[config.mk]
export PLATFORM = sky130hd
export DESIGN_NAME = pipeline_ctrl_unit
export DESIGN_NICKNAME = d
export VERILOG_FILES = /design/src/rtl/pipe_ctrl_pkg.sv /design/src/rtl/ctrl_wait_timer.sv /design/src/rtl/pipeline_ctrl_unit.sv
export SDC_FILE = /design/constraint.sdc
export NUM_CORES = 1
export LEC_CHECK = 0
export ABC_AREA = 1
export ABC_CLOCK_PERIOD_IN_PS = 5800
export BUFFER_PORTS_ARGS = -buffer_cell sky130_fd_sc_hd__buf_2
export CORE_ASPECT_RATIO = 1.4
export CORE_MARGIN = 5
export CORE_UTILIZATION = 40
export CTS_CLUSTER_DIAMETER = 30
export CTS_CLUSTER_SIZE = 10
export DETAILED_ROUTE_END_ITERATION = 10
export PLACE_DENSITY = 0.63
export SYNTH_ARGS = -nofsm -noshare
export SYNTH_HDL_FRONTEND = slang
export SYNTH_SLANG_ARGS = --single-unit
[constraint.sdc]
create_clock -name clk -period 5.8 [get_ports clk]
set_input_delay 0 -clock clk [delete_from_list [all_inputs] [get_ports clk]]
set_output_delay 0 -clock clk [all_outputs]
set_load 0.01 [all_outputs]
[src/rtl/pipe_ctrl_pkg.sv]
// Shared types and default limits for the pipeline control unit.
package pipe_ctrl_pkg;

    typedef enum logic [1:0] {
        RUN      = 2'd0,
        MC_WAIT  = 2'd1,
        MEM_WAIT = 2'd2
    } ctrl_state_e;

    typedef struct packed {
        logic en;
        logic flush;
    } stage_ctrl_t;

    localparam int unsigned DEF_MC_TIMEOUT  = 64;
    localparam int unsigned DEF_MEM_TIMEOUT = 256;
    localparam int unsigned DEF_CNT_W       = 9;

endpackage

[src/rtl/ctrl_wait_timer.sv]
// Saturating wait counter; o_hit flags the cycle whose count reaches THRESH.
module ctrl_wait_timer #(
    parameter int unsigned CNT_W  = 9,
    parameter int unsigned THRESH = 64
) (
    input  logic clk,
    input  logic rst,
    input  logic i_clr,
    input  logic i_inc,
    output logic o_hit
);

    logic [CNT_W-1:0] r_cnt;
    logic [CNT_W-1:0] w_cnt_nxt;

    always_comb begin
        w_cnt_nxt = r_cnt;
        if (i_clr) begin
            w_cnt_nxt = '0;
        end else if (i_inc && (r_cnt != '1)) begin
            w_cnt_nxt = r_cnt + 1'b1;
        end
    end

    // Looking at the next count lets the sticky flag rise in the threshold cycle itself.
    assign o_hit = i_inc && !i_clr && (w_cnt_nxt >= CNT_W'(THRESH));

    always_ff @(posedge clk or posedge rst) begin
        if (rst) begin
            r_cnt <= '0;
        end else begin
            r_cnt <= w_cnt_nxt;
        end
    end

endmodule

[src/rtl/pipeline_ctrl_unit.sv]
// Pipeline freeze/stall/flush sequencer with wait-timeout supervision.
// Optional perf counters are built when PIPE_CTRL_PERF_EN is defined.
module pipeline_ctrl_unit
    import pipe_ctrl_pkg::*;
#(
    parameter int unsigned MC_TIMEOUT  = DEF_MC_TIMEOUT,
    parameter int unsigned MEM_TIMEOUT = DEF_MEM_TIMEOUT,
    parameter int unsigned CNT_W       = DEF_CNT_W
) (
    input  logic        clk,
    input  logic        rst,
    input  logic        hz_stall,
    input  logic        hz_flush_id,
    input  logic        hz_flush_ex,
    input  logic        mc_start,
    input  logic        mc_done,
    input  logic        dmem_req,
    input  logic        dmem_ready,
    output logic        pc_en,
    output logic        ifid_en,
    output logic        idex_en,
    output logic        exmem_en,
    output logic        memwb_en,
    output logic        ifid_flush,
    output logic        idex_flush,
    output logic        exmem_flush,
    output logic [1:0]  ctrl_state,
    output logic        err_mc_timeout,
    output logic        err_mem_timeout
`ifdef PIPE_CTRL_PERF_EN
   ,output logic [31:0] perf_stall_cycles,
    output logic [31:0] perf_flush_count,
    output logic [31:0] perf_mem_wait_cycles
`endif
);

    ctrl_state_e r_state, r_ret_state;
    ctrl_state_e w_next, w_ret_nxt, w_eval;
    logic        r_err_mc, r_err_mem;
    logic        w_mc_hit, w_mem_hit;
    logic        w_illegal, w_freeze, w_mc_hold, w_lu, w_ctl, w_ex_bubble;
    logic        w_pc_en, w_memwb_en;
    stage_ctrl_t w_ifid, w_idex, w_exmem;

    always_comb begin
        w_illegal   = 1'b0;
        w_freeze    = 1'b0;
        w_mc_hold   = 1'b0;
        w_lu        = 1'b0;
        w_ctl       = 1'b0;
        w_ex_bubble = 1'b0;
        w_ret_nxt   = r_ret_state;
        // A completed memory wait behaves exactly like the state it interrupted.
        case (r_state)
            RUN, MC_WAIT: w_eval = r_state;
            MEM_WAIT:     w_eval = r_ret_state;
            default: begin
                w_eval    = RUN;
                w_illegal = 1'b1;
            end
        endcase
        w_next = w_eval;

        if (w_illegal || (r_state == MEM_WAIT && !dmem_ready)) begin
            w_freeze = 1'b1;
            w_next   = w_illegal ? RUN : MEM_WAIT;
        end else if (dmem_req && !dmem_ready) begin
            w_freeze  = 1'b1;
            w_next    = MEM_WAIT;
            w_ret_nxt = w_eval;
        end else if (w_eval == MC_WAIT) begin
            if (mc_done) begin
                w_next = RUN;
            end else begin
                w_mc_hold = 1'b1;
            end
        end else if (mc_start && !mc_done) begin
            w_mc_hold = 1'b1;
            w_next    = MC_WAIT;
        end else if (hz_stall) begin
            w_lu = 1'b1;
        end else begin
            w_ctl       = hz_flush_id;
            w_ex_bubble = hz_flush_ex;
        end

        w_pc_en       = !(w_freeze || w_mc_hold || w_lu);
        w_ifid.en     = w_pc_en;
        w_ifid.flush  = w_ctl;
        w_idex.en     = !(w_freeze || w_mc_hold);
        w_idex.flush  = w_lu || w_ex_bubble;
        w_exmem.en    = !w_freeze;
        w_exmem.flush = w_mc_hold;
        w_memwb_en    = !w_freeze;
    end

    ctrl_wait_timer #(
        .CNT_W  (CNT_W),
        .THRESH (MC_TIMEOUT)
    ) u_mc_timer (
        .clk   (clk),
        .rst   (rst),
        .i_clr (w_next != MC_WAIT),
        .i_inc (w_next == MC_WAIT),
        .o_hit (w_mc_hit)
    );

    ctrl_wait_timer #(
        .CNT_W  (CNT_W),
        .THRESH (MEM_TIMEOUT)
    ) u_mem_timer (
        .clk   (clk),
        .rst   (rst),
        .i_clr (w_next != MEM_WAIT),
        .i_inc (w_next == MEM_WAIT),
        .o_hit (w_mem_hit)
    );

    always_ff @(posedge clk or posedge rst) begin
        if (rst) begin
            r_state     <= RUN;
            r_ret_state <= RUN;
            r_err_mc    <= 1'b0;
            r_err_mem   <= 1'b0;
        end else begin
            r_state     <= w_next;
            r_ret_state <= w_ret_nxt;
            r_err_mc    <= r_err_mc  | w_mc_hit;
            r_err_mem   <= r_err_mem | w_mem_hit;
        end
    end

    assign pc_en           = w_pc_en;
    assign ifid_en         = w_ifid.en;
    assign idex_en         = w_idex.en;
    assign exmem_en        = w_exmem.en;
    assign memwb_en        = w_memwb_en;
    assign ifid_flush      = w_ifid.flush;
    assign idex_flush      = w_idex.flush;
    assign exmem_flush     = w_exmem.flush;
    assign ctrl_state      = r_state;
    assign err_mc_timeout  = r_err_mc;
    assign err_mem_timeout = r_err_mem;

`ifdef PIPE_CTRL_PERF_EN
    logic [31:0] r_perf_stall, r_perf_flush, r_perf_mem;

    always_ff @(posedge clk or posedge rst) begin
        if (rst) begin
            r_perf_stall <= '0;
            r_perf_flush <= '0;
            r_perf_mem   <= '0;
        end else begin
            if (!w_pc_en)            r_perf_stall <= r_perf_stall + 32'd1;
            if (w_ifid.flush)        r_perf_flush <= r_perf_flush + 32'd1;
            if (r_state == MEM_WAIT) r_perf_mem   <= r_perf_mem + 32'd1;
        end
    end

    assign perf_stall_cycles    = r_perf_stall;
    assign perf_flush_count     = r_perf_flush;
    assign perf_mem_wait_cycles = r_perf_mem;
`endif

endmodule

==> qor.txt, run 1 <==
Die height - 78.6 um
Top cells by area, synth - dfrtp_1 45%, nand2_1 8.9%, inv_1 6.4%
Total power - 0.368 mW
Worst Path Buf+Inv - 0
Setup crit start - u_mc_timer.r_cnt[0]$_DFF_PP0_
Cell Rows - 25
Area of the core - 3320 um^2
Clock transition at path regs - 0.09 ns
Power Density - 236 nW/um^2
Crit path max fanout - 8
Most frequent CP cell - nand2_1
Via count - 1058
Avg Inst Size Synth - 8.29 um^2
Worst Max-Slew Pin Slew - 0.900 ns
GR Overflow Total - 0
Status - completed
Worst slew margin - 39.9%
Synth Warn # - 0
Placed cell areas - 1470 um^2
Simple-gate portion of the synthesized area - 31.1%
Post-synth ARST share - 100%
Hold Fails Final Rpt - 0
Layout area overhead - 15.8%
Final period util - 34.4%
Clock skew after layout - 0.00566 ns
Port bufs - 20
Final setup TNS - 0 ns
Worst r2r src - u_mc_timer.r_cnt[0]$_DFF_PP0_
Predominant post-synthesis flop cell - dfrtp_1
Post-route DRC - 0
CP required - 6.01 ns
HP Start - dmem_req
Synth Register Bits - 24
Most frequent cell after synthesis - nand2_1
Compound-Gate Fraction of Synth Area - 5.41%
EDFF count, synth - 0
Final net count - 198
Layout cells sized above 1 - 20.7%
Vias per inst - 4.72
Mean routed wirelength per cell - 11.0 um
Detailed Place HPWL - 1970 um
Final setup viols - 0
Total Routing Usage GR - 12.2%
CP startpoint kind - register
Worst Setup Path Type - register to register
Top cell type's share of synthesized area - 44.7%
Initial antenna violation count - 0
Critical-path cell list - ha_1 -> nand2_1 -> or2_1 -> nor3_1 -> ha_1 -> nor3_2 -> nand2_1 -> nand2_1 -> nand2_1 -> nor2_1 -> nor2_1 -> nand2_1
Die ar. - 4630 um^2
Leakage - 0.783 nW
CP delay by family, top - simple AND/OR/NAND/NOR gates
Design area - 1560 um^2
Vias in the first global route - 1084
Xor-xnor portion of the synthesized cell area - 5.87%
CTS Buf Count - 3
Pin count of the biggest net entering global routing - 25
Largest family of logic cells by synthesized area - simple AND/OR/NAND/NOR gates
Initial core utilization - 40.5%
Area leader, netlist - dfrtp_1
GPL Wtd Cong - 0.858
Slowest stage cell, crit path - dfrtp_1
Maximum clock path buffer count - 2
Cell count after synthesis - 162
Filler instances - 332
Worst hold path type - primary input to register
N_diodes - 0
Clk root buf - clkbuf_8
Crit path largest cell delay - 0.40 ns
Nature of the critical path endpoint - register
Total wire length - 2450 um
CTS tree - built
Max-cap check violation count - 0
H-tree Lvls - 1
Initial DRC Count - 33
Clk_lat worst skew - 0.26 ns
Period minus WS final - 2.00 ns
Clk sink count - 24
TritonRoute pass-1 iters - 4
RSZ-0062 raised after global routing - no
Die W - 59.0 um
I/O pin cnt - 21
Synth cell types - 28
Final ANT Viol Nets - 0
Top post-synthesis cells by count - 32 x nand2_1, 24 x dfrtp_1, 23 x inv_1
CP arrival - 2.20 ns
Syn_nets - 175
First-pass GRT wire length - 4530 um
Final Core Density - 46.9%
Peak supply drop - 0.121 mV
Sequential share of the synthesized area - 44.7%
Pins Over Slew Limit - 0
Max Fclk - 501 MHz
Post-synthesis mux area share - 0.746%
Post-Synth Adder-Cell Area - 3.73%
Synth Cell Area - 1340 um^2
==> flip-flops by register name, indices dropped and copies added, names as in the netlist <==
signal and cells:
err_mc_timeout 1, u_mem_timer.r_cnt 9, err_mem_timeout 1, u_mc_timer.r_cnt 9, r_ret_state 2, ctrl_state 2
==> kinds of logic (layout without fill, tap and decap cells) <==
group                    after synthesis  count (layout)
flip-flops                            24              24
AO/OA/AOI/OAI                         11              11
XOR/XNOR                               9               9
adder cells (fa/ha/maj)                4               4
buffers and inverters                 28              50
AND/OR/NAND/NOR                       85              85
multiplexers                           1               1
==> cells in the final DEF, fill, tap and decap left out, drive strengths merged <==
| cell type | n |
|---|---|
| buf | 20 |
| inv | 25 |
| o211ai | 1 |
| clkbuf | 3 |
| nand4 | 3 |
| dlygate4sd3 | 1 |
| nand3 | 13 |
| dfrtp | 24 |
| mux2i | 1 |
| nand2 | 36 |
| nor3b | 1 |
| xor2 | 6 |
| nor2 | 23 |
| a21oi | 8 |
| xnor2 | 3 |
| o21ai | 2 |
| nor3 | 7 |
| bufinv | 1 |
| ha | 4 |
| or2 | 2 |
==> worst reg2reg max path, stage by stage (launching register included) <==
cell	delay [ns]
dfrtp_1	0.40
ha_1	0.22
nand2_1	0.08
or2_1	0.14
nor3_1	0.06
ha_1	0.27
nor3_2	0.33
nand2_1	0.10
nand2_1	0.07
nand2_1	0.04
nor2_1	0.13
nor2_1	0.06
nand2_1	0.05
==> path summary, 6_finish.rpt <==
path,end,slack [ns],depth (start not counted)
setup reg to reg,err_mc_timeout$_DFF_PP0_,3.80,12
hold reg to reg,err_mem_timeout$_DFF_PP0_,0.47,1
setup / recovery,err_mc_timeout$_DFF_PP0_,3.80,12
max in group asynchronous,u_mc_timer.r_cnt[6]$_DFF_PP0_,4.78,3
hold / removal,r_ret_state[1]$_DFFE_PP0P_,0.11,4
min in group asynchronous,err_mem_timeout$_DFF_PP0_,0.47,3
==> per-stage QoR <==
step / setup slack, ns / hold slack [ns] / cells
3_5_place_dp: 3.81 / 0.247 / 219
3_3_place_gp: 3.87 / 0.246 / 219
5_1_grt: 3.57 / 0.150 / 224
6_report: 3.80 / 0.107 / 224
4_1_cts: 3.80 / 0.106 / 224
2_1_floorplan: 3.90 / 0.0146 / 162
==> layer usage <==
metal	GRT usage (%)	part of all wire (%)	vias to the layer above
met1	13.7	40	507
met4	4.08	0.98	0
li1	-	-	547
met3	1.97	1.4	2
met5	0	0	-
met2	22.5	58	2
==> layout make-up <==
cell class / instances / area (um^2) / area share (%)
tap: 40 / 50.0 / 3.22
timing repair buffer: 21 / 110 / 7.08
sequential: 24 / 601 / 38.6
clock buffer: 3 / 41.3 / 2.65
inverter: 25 / 93.8 / 6.03
multi-input combinational: 110 / 629 / 40.5
clock inverter: 1 / 30.0 / 1.93
==> what timing repair did <==
| item | 4_1_cts | 5_1_grt |
|---|---|---|
| setup buffers | 0 | 0 |
| hold endpoints to repair | 24 | 0 |
| hold buffers | 1 | 0 |
| resized for setup | 0 | 0 |
==> where the power goes <==
part	total (mW)	leakage (nW)	internal (mW)	switching, mW
clock	0.144	0.0357	0.0922	0.0518
sequential	0.175	0.326	0.171	0.00432
combinational	0.0483	0.420	0.0173	0.0310
Note: power is estimated with default switching activity, not from simulation.
==> run 2, diff against run 1 <==
Settings changed: ABC_AREA 1 to 0, ABC_CLOCK_PERIOD_IN_PS 5800 to 1810, PLACE_DENSITY 0.63 to 0.65.
Clock period 5.8 ns to 1.81 ns, I/O delays scaled along.
==> qor.txt, run 2 <==
Synth Register Bits - 24 (unchanged)
Leakage - 0.848 nW (was 0.783 nW)
Final ANT Viol Nets - 0 (unchanged)
Clk sink count - 24 (unchanged)
Clk root buf - clkbuf_8 (unchanged)
Worst R2R Path Depth - 8 (was 12)
Clk_lat worst skew - 0.26 ns (about the same)
Top cell type's share of synthesized area - 43.8% (was 44.7%)
Die height - 79.3 um (was 78.6 um)
Top post-synthesis cells by count - 24 x dfrtp_1, 18 x nor2_1, 10 x nor3_1 (was 32 x nand2_1, 24 x dfrtp_1, 23 x inv_1)
Final setup TNS - -0.167 ns (was 0 ns)
Cell Rows - 25 (unchanged)
Slack of the worst reg-to-reg path - -0.06 ns (was 3.80 ns)
Worst Max-Slew Pin Slew - 0.445 ns (was 0.900 ns)
GPL Wtd Cong - 0.778 (was 0.858)
Worst Path Buf+Inv - 0 (unchanged)
Via count - 1124 (was 1058)
Die ar. - 4720 um^2 (was 4630 um^2)
Vias per inst - 5.20 (was 4.72)
Slowest stage cell, crit path - dfrtp_1 (unchanged)
Crit path largest cell delay - 0.37 ns (was 0.40 ns)
Nature of the critical path endpoint - register (unchanged)
CP delay by family, top - compound AO/OA/AOI/OAI gates (was simple AND/OR/NAND/NOR gates)
CTS Buf Count - 3 (unchanged)
Hold_ws - 0.156 ns (was 0.107 ns)
Syn_nets - 145 (was 175)
Failing checks - negative setup slack
Total wire length - 3050 um (was 2450 um)
Area of the core - 3350 um^2 (was 3320 um^2)
Initial core utilization - 41.0% (was 40.5%)
Placed cell areas - 1610 um^2 (was 1470 um^2)
Critical-path cell list - ha_2 -> nand3_1 -> nor2_1 -> ha_2 -> mux2i_4 -> o311ai_2 -> a211oi_2 -> o31ai_2 (was ha_1 -> nand2_1 -> or2_1 -> nor3_1 -> ha_1 -> nor3_2 -> nand2_1 -> nand2_1 -> nand2_1 -> nor2_1 -> nor2_1 -> nand2_1)
Mean routed wirelength per cell - 14.1 um (was 11.0 um)
Worst r2r src - u_mc_timer.r_cnt[0]$_DFF_PP0_ (unchanged)
CP arrival - 2.02 ns (was 2.20 ns)
Clock transition at path regs - 0.08 ns (was 0.09 ns)
Most frequent cell after synthesis - dfrtp_1 (was nand2_1)
Peak supply drop - 0.527 mV (was 0.121 mV)
CP required - 1.96 ns (was 6.01 ns)
Design area - 1850 um^2 (was 1560 um^2)
Initial DRC Count - 15 (was 33)
Non-Filler Instances - 216 (was 224)
Max-cap check violation count - 0 (unchanged)
Synth Warn # - 0 (unchanged)
Layout cells sized above 1 - 46.0% (was 20.7%)
Worst Setup Path Type - register to register (unchanged)
Hold Fails Final Rpt - 0 (unchanged)
TritonRoute pass-1 iters - 4 (unchanged)
Port bufs - 20 (unchanged)
Avg Inst Size Synth - 10.4 um^2 (was 8.29 um^2)
Power Density - 676 nW/um^2 (was 236 nW/um^2)
Top cells by area, synth - dfrtp_1 44%, xor2_1 5.7%, nor2_1 4.9% (was dfrtp_1 45%, nand2_1 8.9%, inv_1 6.4%)
EDFF count, synth - 0 (unchanged)
Area leader, netlist - dfrtp_1 (unchanged)
N_diodes - 0 (unchanged)
Final period util - 103% (was 34.4%)
Place WS - -0.0726 ns (was 3.81 ns)
Predominant post-synthesis flop cell - dfrtp_1 (unchanged)
Cell count after synthesis - 132 (was 162)
Initial antenna violation count - 0 (unchanged)
Maximum clock path buffer count - 2 (unchanged)
H-tree Lvls - 1 (unchanged)
I/O pin cnt - 21 (unchanged)
GR Overflow Total - 0 (unchanged)
Fin worst setup slack - -0.0619 ns (was 3.80 ns)
Final Core Density - 55.2% (was 46.9%)
Sequential share of the synthesized area - 43.8% (was 44.7%)
Biggest regs - u_mc_timer.r_cnt (9), u_mem_timer.r_cnt (9) (unchanged)
CTS tree - built (unchanged)
RSZ-0062 raised after global routing - yes (was no)
Pin count of the biggest net entering global routing - 22 (was 25)
CP startpoint kind - register (unchanged)
Total power - 1.25 mW (was 0.368 mW)
Worst hold path type - primary input to async pin (was primary input to register)
Detailed Place HPWL - 2250 um (was 1970 um)
Clock skew after layout - 0.00341 ns (was 0.00566 ns)
Vias in the first global route - 1212 (was 1084)
FF-to-FF End - err_mc_timeout$_DFF_PP0_ (unchanged)
First-pass GRT wire length - 5130 um (was 4530 um)
Pins Over Slew Limit - 0 (unchanged)
Final net count - 190 (was 198)
Post-synth ARST share - 100% (unchanged)
Total Routing Usage GR - 13.7% (was 12.2%)
Most frequent cells in the layout - 23 x dfrtp_1, 23 x buf_4, 20 x buf_2 (was 32 x nand2_1, 24 x dfrtp_1, 23 x inv_1)
Period minus WS final - 1.87 ns (was 2.00 ns)
Most frequent CP cell - ha_2 (was nand2_1)
Crit path max fanout - 4 (was 8)
Status - finished, violations left (was completed)
Synth Cell Area - 1370 um^2 (was 1340 um^2)
Post-route DRC - 0 (unchanged)
Synth cell types - 42 (was 28)
Final setup viols - 3 (was 0)
Worst slew margin - 70.4% (was 39.9%)
Placed insts - 202 (was 219)
Die W - 59.5 um (was 59.0 um)
Layout area overhead - 34.5% (was 15.8%)
Max Fclk - 534 MHz (was 501 MHz)
[run 2: changes by cell type after synthesis, sizes merged, moves of 4 or more]
cell | before | now
nand3 | 13 | 4
inv | 25 | 7
and2b | 0 | 4
nor2b | 0 | 5
nand2 | 36 | 6
a21oi | 8 | 1
nor2 | 23 | 19
[run 2: per-layer routing]
metal | GRT usage (%) | up-vias | share of wire [%]
li1 | - | 546 | -
met1 | 15.0 | 557 | 38
met2 | 27.2 | 19 | 58
met3 | 0.976 | 2 | 3.0
met4 | 3.33 | 0 | 0.43
met5 | 0 | - | 0
[run 2: cell type report]
cell class / count / area [um^2]
Fill cell: 284 / 1500
Tap cell: 40 / 50.0
Sequential cell: 24 / 602
Inverter: 7 / 31.3
Timing Repair Buffer: 45 / 294
Clock buffer: 4 / 55.1
Multi-Input combinational cell: 96 / 815
[run 2: how the worst max path moves through the flow]
stage,from,to,slack [ns],depth (start not counted)
3_3_place_gp,u_mc_timer.r_cnt[1]$_DFF_PP0_,err_mc_timeout$_DFF_PP0_,0.04,8
6_report,u_mc_timer.r_cnt[0]$_DFF_PP0_,err_mc_timeout$_DFF_PP0_,-0.06,8
4_1_cts,ctrl_state[1]$_DFF_PP0_,pc_en,-0.05,6
3_5_place_dp,u_mc_timer.r_cnt[0]$_DFF_PP0_,err_mc_timeout$_DFF_PP0_,-0.07,8
5_1_grt,u_mc_timer.r_cnt[0]$_DFF_PP0_,err_mc_timeout$_DFF_PP0_,-0.18,8
2_1_floorplan,u_mc_timer.r_cnt[0]$_DFF_PP0_,err_mc_timeout$_DFF_PP0_,-0.02,9
[run 2: cell families (layout without fill, tap and decap cells)]
kind of cell	Yosys count	after routing	share of synthesized area [%]
adder cells (fa/ha/maj)	4	4	3.65
AO/OA/AOI/OAI	14	14	10.4
flip-flops	24	24	43.8
XOR/XNOR	13	13	8.30
multiplexers	5	5	3.74
buffers and inverters	12	56	4.92
AND/OR/NAND/NOR	60	60	25.3
[run 2: power by group]
part           switching [mW]  total (mW)  internal (mW)
clock                   0.165       0.359          0.194
sequential             0.0270       0.585          0.558
combinational           0.161       0.305          0.145
total                   0.353        1.25          0.896
[run 2: timing repair]
item                                   4_1_cts  5_1_grt
setup buffers                                5        4
endpoints found under the hold margin       24        0
pin swaps                                    5        9
gates resized for setup                     11       11
setup endpoints to repair                    7       13
hold buffers                                 1        0
[run 2: worst reg2reg max path: stages (launching register included)]
cell	delay (ns)
dfrtp_1	0.37
ha_2	0.18
nand3_1	0.07
nor2_1	0.10
ha_2	0.24
mux2i_4	0.28
o311ai_2	0.15
a211oi_2	0.28
o31ai_2	0.09
